===== src/rtl/io_cfg_sequencer.sv =====
// rtl/io_cfg_sequencer.sv - boot-time IO pad register init sequencer with Wishbone passthrough
//
// Purpose: after reset, walks INIT_TABLE and writes each entry to the IO
// register file over the downstream Wishbone port. When VERIFY is set, it
// reads each entry back and compares it. It then hands the port to the CPU
// as a transparent combinational passthrough.
//
// Ports:
//   clk, rst          clock, synchronous active-high reset
//   start             single-cycle pulse, reruns the table from PASS
//   cpu_*_i / cpu_*_o CPU-side Wishbone slave port (stalled until PASS)
//   m_*_o / m_*_i     downstream Wishbone master port to the register file
//   busy, done, error sequence status; err_index = failing table entry

module io_cfg_sequencer #(
   parameter int                        NUM_ENTRIES = 2,
   parameter logic [NUM_ENTRIES*52-1:0] INIT_TABLE  = {4'hF, 16'h0004, 32'h0000_0F00,
                                                       4'hF, 16'h0000, 32'h0000_00FF},
   parameter bit                        VERIFY      = 1'b1,
   parameter logic [31:0]               VERIFY_MASK = 32'h003F_FFFF,
   parameter int                        TIMEOUT     = 15
) (
   input  logic        clk,
   input  logic        rst,
   input  logic        start,
   input  logic [31:0] cpu_adr_i,
   input  logic [31:0] cpu_dat_i,
   input  logic [3:0]  cpu_sel_i,
   input  logic        cpu_we_i,
   input  logic        cpu_stb_i,
   input  logic        cpu_cyc_i,
   output logic [31:0] cpu_dat_o,
   output logic        cpu_ack_o,
   output logic [31:0] m_adr_o,
   output logic [31:0] m_dat_o,
   output logic [3:0]  m_sel_o,
   output logic        m_we_o,
   output logic        m_stb_o,
   output logic        m_cyc_o,
   input  logic [31:0] m_dat_i,
   input  logic        m_ack_i,
   output logic        busy,
   output logic        done,
   output logic        error,
   output logic [3:0]  err_index
);

   localparam logic [2:0] ST_BOOT  = 3'd0;
   localparam logic [2:0] ST_WR    = 3'd1;
   localparam logic [2:0] ST_GAP_W = 3'd2;
   localparam logic [2:0] ST_RD    = 3'd3;
   localparam logic [2:0] ST_GAP_R = 3'd4;
   localparam logic [2:0] ST_PASS  = 3'd5;

   localparam logic [3:0] LAST_IDX = 4'(NUM_ENTRIES - 1);
   // The abort fires on the edge that would take the timer to TIMEOUT, so
   // m_cyc_o is high for exactly TIMEOUT cycles.
   localparam logic [3:0] TMO_LAST = 4'(TIMEOUT - 1);

   logic [2:0]  state;
   logic [3:0]  idx;
   logic [3:0]  timer;
   logic        pending;

   logic [51:0] entry;
   logic [3:0]  ent_sel;
   logic [15:0] ent_adr;
   logic [31:0] ent_dat;
   logic [31:0] byte_mask;
   logic        rd_mismatch;
   logic        last_entry;
   logic        rerun;
   logic        timed_out;

   // Constant-index unrolled mux keeps the table select in range for any idx.
   always_comb begin
      entry = '0;
      for (int i = 0; i < NUM_ENTRIES; i++) begin
         if (idx == 4'(i)) entry = INIT_TABLE[52*i +: 52];
      end
   end

   assign ent_sel     = entry[51:48];
   assign ent_adr     = entry[47:32];
   assign ent_dat     = entry[31:0];
   assign byte_mask   = {{8{ent_sel[3]}}, {8{ent_sel[2]}}, {8{ent_sel[1]}}, {8{ent_sel[0]}}};
   assign rd_mismatch = |((m_dat_i ^ ent_dat) & VERIFY_MASK & byte_mask);
   assign last_entry  = (idx == LAST_IDX);
   assign timed_out   = (timer == TMO_LAST);
   // A start seen during a CPU cycle is held and replayed once the CPU lets go.
   assign rerun       = (start | pending) & ~cpu_cyc_i;

   always_ff @(posedge clk) begin
      if (rst) begin
         state     <= ST_BOOT;
         idx       <= 4'd0;
         timer     <= 4'd0;
         pending   <= 1'b0;
         busy      <= 1'b0;
         done      <= 1'b0;
         error     <= 1'b0;
         err_index <= 4'd0;
      end else begin
         case (state)
            ST_BOOT: begin
               state <= ST_WR;
               busy  <= 1'b1;
               timer <= 4'd0;
            end
            ST_WR: begin
               if (m_ack_i) begin
                  state <= ST_GAP_W;
               end else if (timed_out) begin
                  state     <= ST_PASS;
                  error     <= 1'b1;
                  err_index <= idx;
                  done      <= 1'b0;
                  busy      <= 1'b0;
               end else begin
                  timer <= timer + 4'd1;
               end
            end
            ST_GAP_W: begin
               // The slave's registered ack lingers into this cycle; ignore it.
               if (VERIFY) begin
                  state <= ST_RD;
                  timer <= 4'd0;
               end else if (last_entry) begin
                  state <= ST_PASS;
                  done  <= 1'b1;
                  busy  <= 1'b0;
               end else begin
                  idx   <= idx + 4'd1;
                  state <= ST_WR;
                  timer <= 4'd0;
               end
            end
            ST_RD: begin
               if (m_ack_i) begin
                  if (rd_mismatch) begin
                     state     <= ST_PASS;
                     error     <= 1'b1;
                     err_index <= idx;
                     done      <= 1'b0;
                     busy      <= 1'b0;
                  end else begin
                     state <= ST_GAP_R;
                  end
               end else if (timed_out) begin
                  state     <= ST_PASS;
                  error     <= 1'b1;
                  err_index <= idx;
                  done      <= 1'b0;
                  busy      <= 1'b0;
               end else begin
                  timer <= timer + 4'd1;
               end
            end
            ST_GAP_R: begin
               if (last_entry) begin
                  state <= ST_PASS;
                  done  <= 1'b1;
                  busy  <= 1'b0;
               end else begin
                  idx   <= idx + 4'd1;
                  state <= ST_WR;
                  timer <= 4'd0;
               end
            end
            ST_PASS: begin
               if (rerun) begin
                  pending   <= 1'b0;
                  done      <= 1'b0;
                  error     <= 1'b0;
                  err_index <= 4'd0;
                  idx       <= 4'd0;
                  timer     <= 4'd0;
                  busy      <= 1'b1;
                  state     <= ST_WR;
               end else if (start) begin
                  pending <= 1'b1;
               end
            end
            default: state <= ST_BOOT;
         endcase
      end
   end

   always_comb begin
      m_adr_o   = 32'h0;
      m_dat_o   = 32'h0;
      m_sel_o   = 4'h0;
      m_we_o    = 1'b0;
      m_stb_o   = 1'b0;
      m_cyc_o   = 1'b0;
      cpu_ack_o = 1'b0;
      cpu_dat_o = 32'h0;
      case (state)
         ST_WR: begin
            m_adr_o = {16'h0, ent_adr};
            m_dat_o = ent_dat;
            m_sel_o = ent_sel;
            m_we_o  = 1'b1;
            m_stb_o = 1'b1;
            m_cyc_o = 1'b1;
         end
         ST_RD: begin
            m_adr_o = {16'h0, ent_adr};
            m_dat_o = ent_dat;
            m_sel_o = ent_sel;
            m_stb_o = 1'b1;
            m_cyc_o = 1'b1;
         end
         ST_PASS: begin
            m_adr_o   = cpu_adr_i;
            m_dat_o   = cpu_dat_i;
            m_sel_o   = cpu_sel_i;
            m_we_o    = cpu_we_i;
            m_stb_o   = cpu_stb_i;
            m_cyc_o   = cpu_cyc_i;
            cpu_ack_o = m_ack_i;
            cpu_dat_o = m_dat_i;
         end
         default: ;
      endcase
   end

endmodule


===== config.mk =====
export PLATFORM = sky130hd
export DESIGN_NAME = io_cfg_sequencer
export DESIGN_NICKNAME = d
export VERILOG_FILES = /design/src/rtl/io_cfg_sequencer.sv
export SDC_FILE = /design/constraint.sdc
export NUM_CORES = 1
export LEC_CHECK = 0
export CORE_MARGIN = 5
export CORE_UTILIZATION = 29
export DETAILED_ROUTE_END_ITERATION = 12
export PLACE_DENSITY = 0.82
export SYNTH_ARGS = -nofsm -noshare
export SYNTH_HDL_FRONTEND = slang
export SYNTH_SLANG_ARGS = --single-unit

===== constraint.sdc =====
create_clock -name clk -period 2.8 [get_ports clk]
set_clock_uncertainty 0.05 [all_clocks]
set_input_delay 0.56 -clock clk [delete_from_list [all_inputs] [get_ports clk]]
set_output_delay 0.56 -clock clk [all_outputs]
set_load 0.05 [all_outputs]

==> qor.yml <==
outcome: "completed"
synth.avg_cell_area_um2: 7.112
synth_enable_flop_cells: 0
dr.pass1.iters: 5
endpoint_kind: "output port"
gr-usage-all-layers: 0.2578
synthesis.nets: 400
ys_warn_count: 0
slew-limit-headroom: 0.5850
diodes: 0
p_leak_nw: 2.490
htreeDepth: 1
p_int_uw: 658.9
holdPathEnd: "error$_SDFFE_PP0P_"
cts_hold_buf: 0
power.density_nw_per_um2: 186.2
worstSkewPairLatency_ps: 260
slew_viol_final: 0
die_y_um: 94.04
crit_fanout: 8
ys_ff_latch: 19
cts_tree: "built"
drc: 0
rrSetupSlack_ps: 530
worst_pin_slew_ps: 620.5
netlist-cell-type-count: 51
whs_ps: 424.2
cts_num_sinks: 19
reg2reg_from: "idx[1]$_SDFFE_PP0P_"
max_freq_mhz: 390.1
synth_area_um2: 2048
period_share: 0.9154
grt_max_degree: 46
drive_above_1_share: 0.2672
hold_viol_final: 0
first_iter_violations: 238
start_util: 0.2998
die_w_um: 94.04
synth_flop_cell: "dfxtp_1"
period_minus_slack_ps: 2563
min_path_type: "register to register"
grt_pass1_wl_mm: 17.77
num_vias: 3153
syn_to_final_growth_pct: 164.7
finalPower_mw: 1.009
clockPowerShare: 0.191
core-area_um2: 6832
cts_root_buf: "clkbuf_8"
p_sw_uw: 350.5
grt_pass1_vias: 3078
ys_seq_area_frac: 0.1857
post_drt_wl_per_cell_um: 20.60
worstPathArrival_ps: 1950
num-nets-final: 607
hpwl_mm: 10.11
rsz0062_at_grt: "no"
r2r_cells: 7
vias_per_cell: 5.344
layout_commonest_cell: "clkdlybuf4s50_1"
final_cell_mix: "113 x clkdlybuf4s50_1, 104 x buf_12, 84 x and3_1"
num_io_pins: 218
pwr-share-comb: 0.522
clk_path_buf_depth: 2
grt-ovfl-total: 0
post_cts_resized: 0
critPathLaunch: "idx[1]$_SDFFE_PP0P_"
swShare: 0.3472
vdd_ir_drop_max_uv: 339.1
dieArea_um2: 8844
ant_nets: 0
power_frac_seq: 0.287
async_reset_ff_frac: 0
clk_pin_slew_worst_paths_ps: 70
antenna_found_initial: 0
synth_cells: 288
worstReg2RegEnd: "busy$_SDFFE_PP0P_"
fin_setup_tns_ps: 0
io_buffers: 217
required_ps: 2190
hold_start: "error$_SDFFE_PP0P_"
wl_mm: 12.16
hold_path_depth: 1
numCtsBuffers: 3
cts_setup_buffers: 0
place_congestion: 0.9524
finalSetupViolCount: 0
num_rows: 30
maxCapViolCount: 0
worstSetupPathType: "register to output port"
cp-start-kind: "register"
power groups by stage:
stage / sequential [mW] / combinational (mW) / clock (mW)
after floorplan: 0.295 / 0.199 / 0
after global placement: 0.294 / 0.509 / 0
after detailed placement: 0.294 / 0.522 / 0
after CTS: 0.289 / 0.525 / 0.193
after global routing: 0.290 / 0.550 / 0.209
final: 0.289 / 0.527 / 0.193
cell families after synthesis:
group / Yosys count / share of synthesized area
compound gates: 65 / 0.2224
xor+xnor: 3 / 0.01283
fa+ha+maj: 5 / 0.03054
buf+inv: 34 / 0.06720
flops: 19 / 0.1857
simple gates: 162 / 0.4814
cell usage after synthesis (2+ instances only):
master	number	share of area
and3_1	84	0.26
clkbuf_1	26	0.048
a21o_1	19	0.070
dfxtp_1	19	0.19
a21oi_1	17	0.042
nor2_1	17	0.031
nand2_1	10	0.018
nand2b_1	10	0.031
o21ai_0	7	0.017
ha_1	5	0.031
inv_1	5	0.0092
nand3_1	5	0.012
nand4b_1	4	0.017
nor2b_1	4	0.012
nor3_1	4	0.0098
nor4_1	3	0.0092
o311ai_0	3	0.013
or3_1	3	0.0092
xor2_1	3	0.013
a2111oi_0	2	0.0086
a211o_1	2	0.0086
buf_2	2	0.0049
nand3b_1	2	0.0073
nand4_1	2	0.0061
nor3b_1	2	0.0073
or4_1	2	0.0073
or4b_1	2	0.0098
worst max-delay path: stages, from the launching register on:
cell      delay, ps
dfxtp_1         360
inv_1           100
ha_1            300
nor4bb_1        420
buf_4           230
a21o_1          140
buf_12          140
area by class of cell:
type,count,area [um^2]
Clock buffer,4,45.04
Sequential cell,19,381.6
Fill cell,406,1410
Timing Repair Buffer,231,3318
Inverter,5,18.77
Multi-Input combinational cell,235,1538
Tap cell,96,120.1
metal layers:
layer  share of wire  track usage  wire length (um)  vias up
li1                -            -                 -     1483
met1            0.34       0.2893              4182     1452
met2            0.54       0.4897              6518      191
met3            0.10      0.06010              1219       27
met4           0.019      0.05295               236        0
met5               0            0                 0        -
metrics by stage:
step / setup WS (ps) / util / instances / instance area (um^2)
floorplan: 73.75 / - / 288 / 2048
CTS: 237.2 / 0.7936 / 590 / 5421
global placement: 121.9 / 0.7870 / 586 / 5376
finish: 236.9 / 0.7936 / 590 / 5421
detailed placement: 52.38 / 0.7870 / 586 / 5376
global route: 154.3 / 0.7936 / 590 / 5421
worst max-delay path by stage:
stage	end	slack, ps
after floorplan	m_we_o	70
after global placement	err_index[0]$_SDFFE_PP0P_	120
after detailed placement	err_index[0]$_SDFFE_PP0P_	50
after CTS	m_dat_o[3]	240
after global routing	m_sel_o[1]	150
final	m_dat_o[3]	240
sequential cells by signal, indices dropped and copies added (netlist names):
register   flops
idx            4
pending        1
timer          4
error          1
busy           1
state          3
err_index      4
done           1
(Power assumes the default switching activity.)
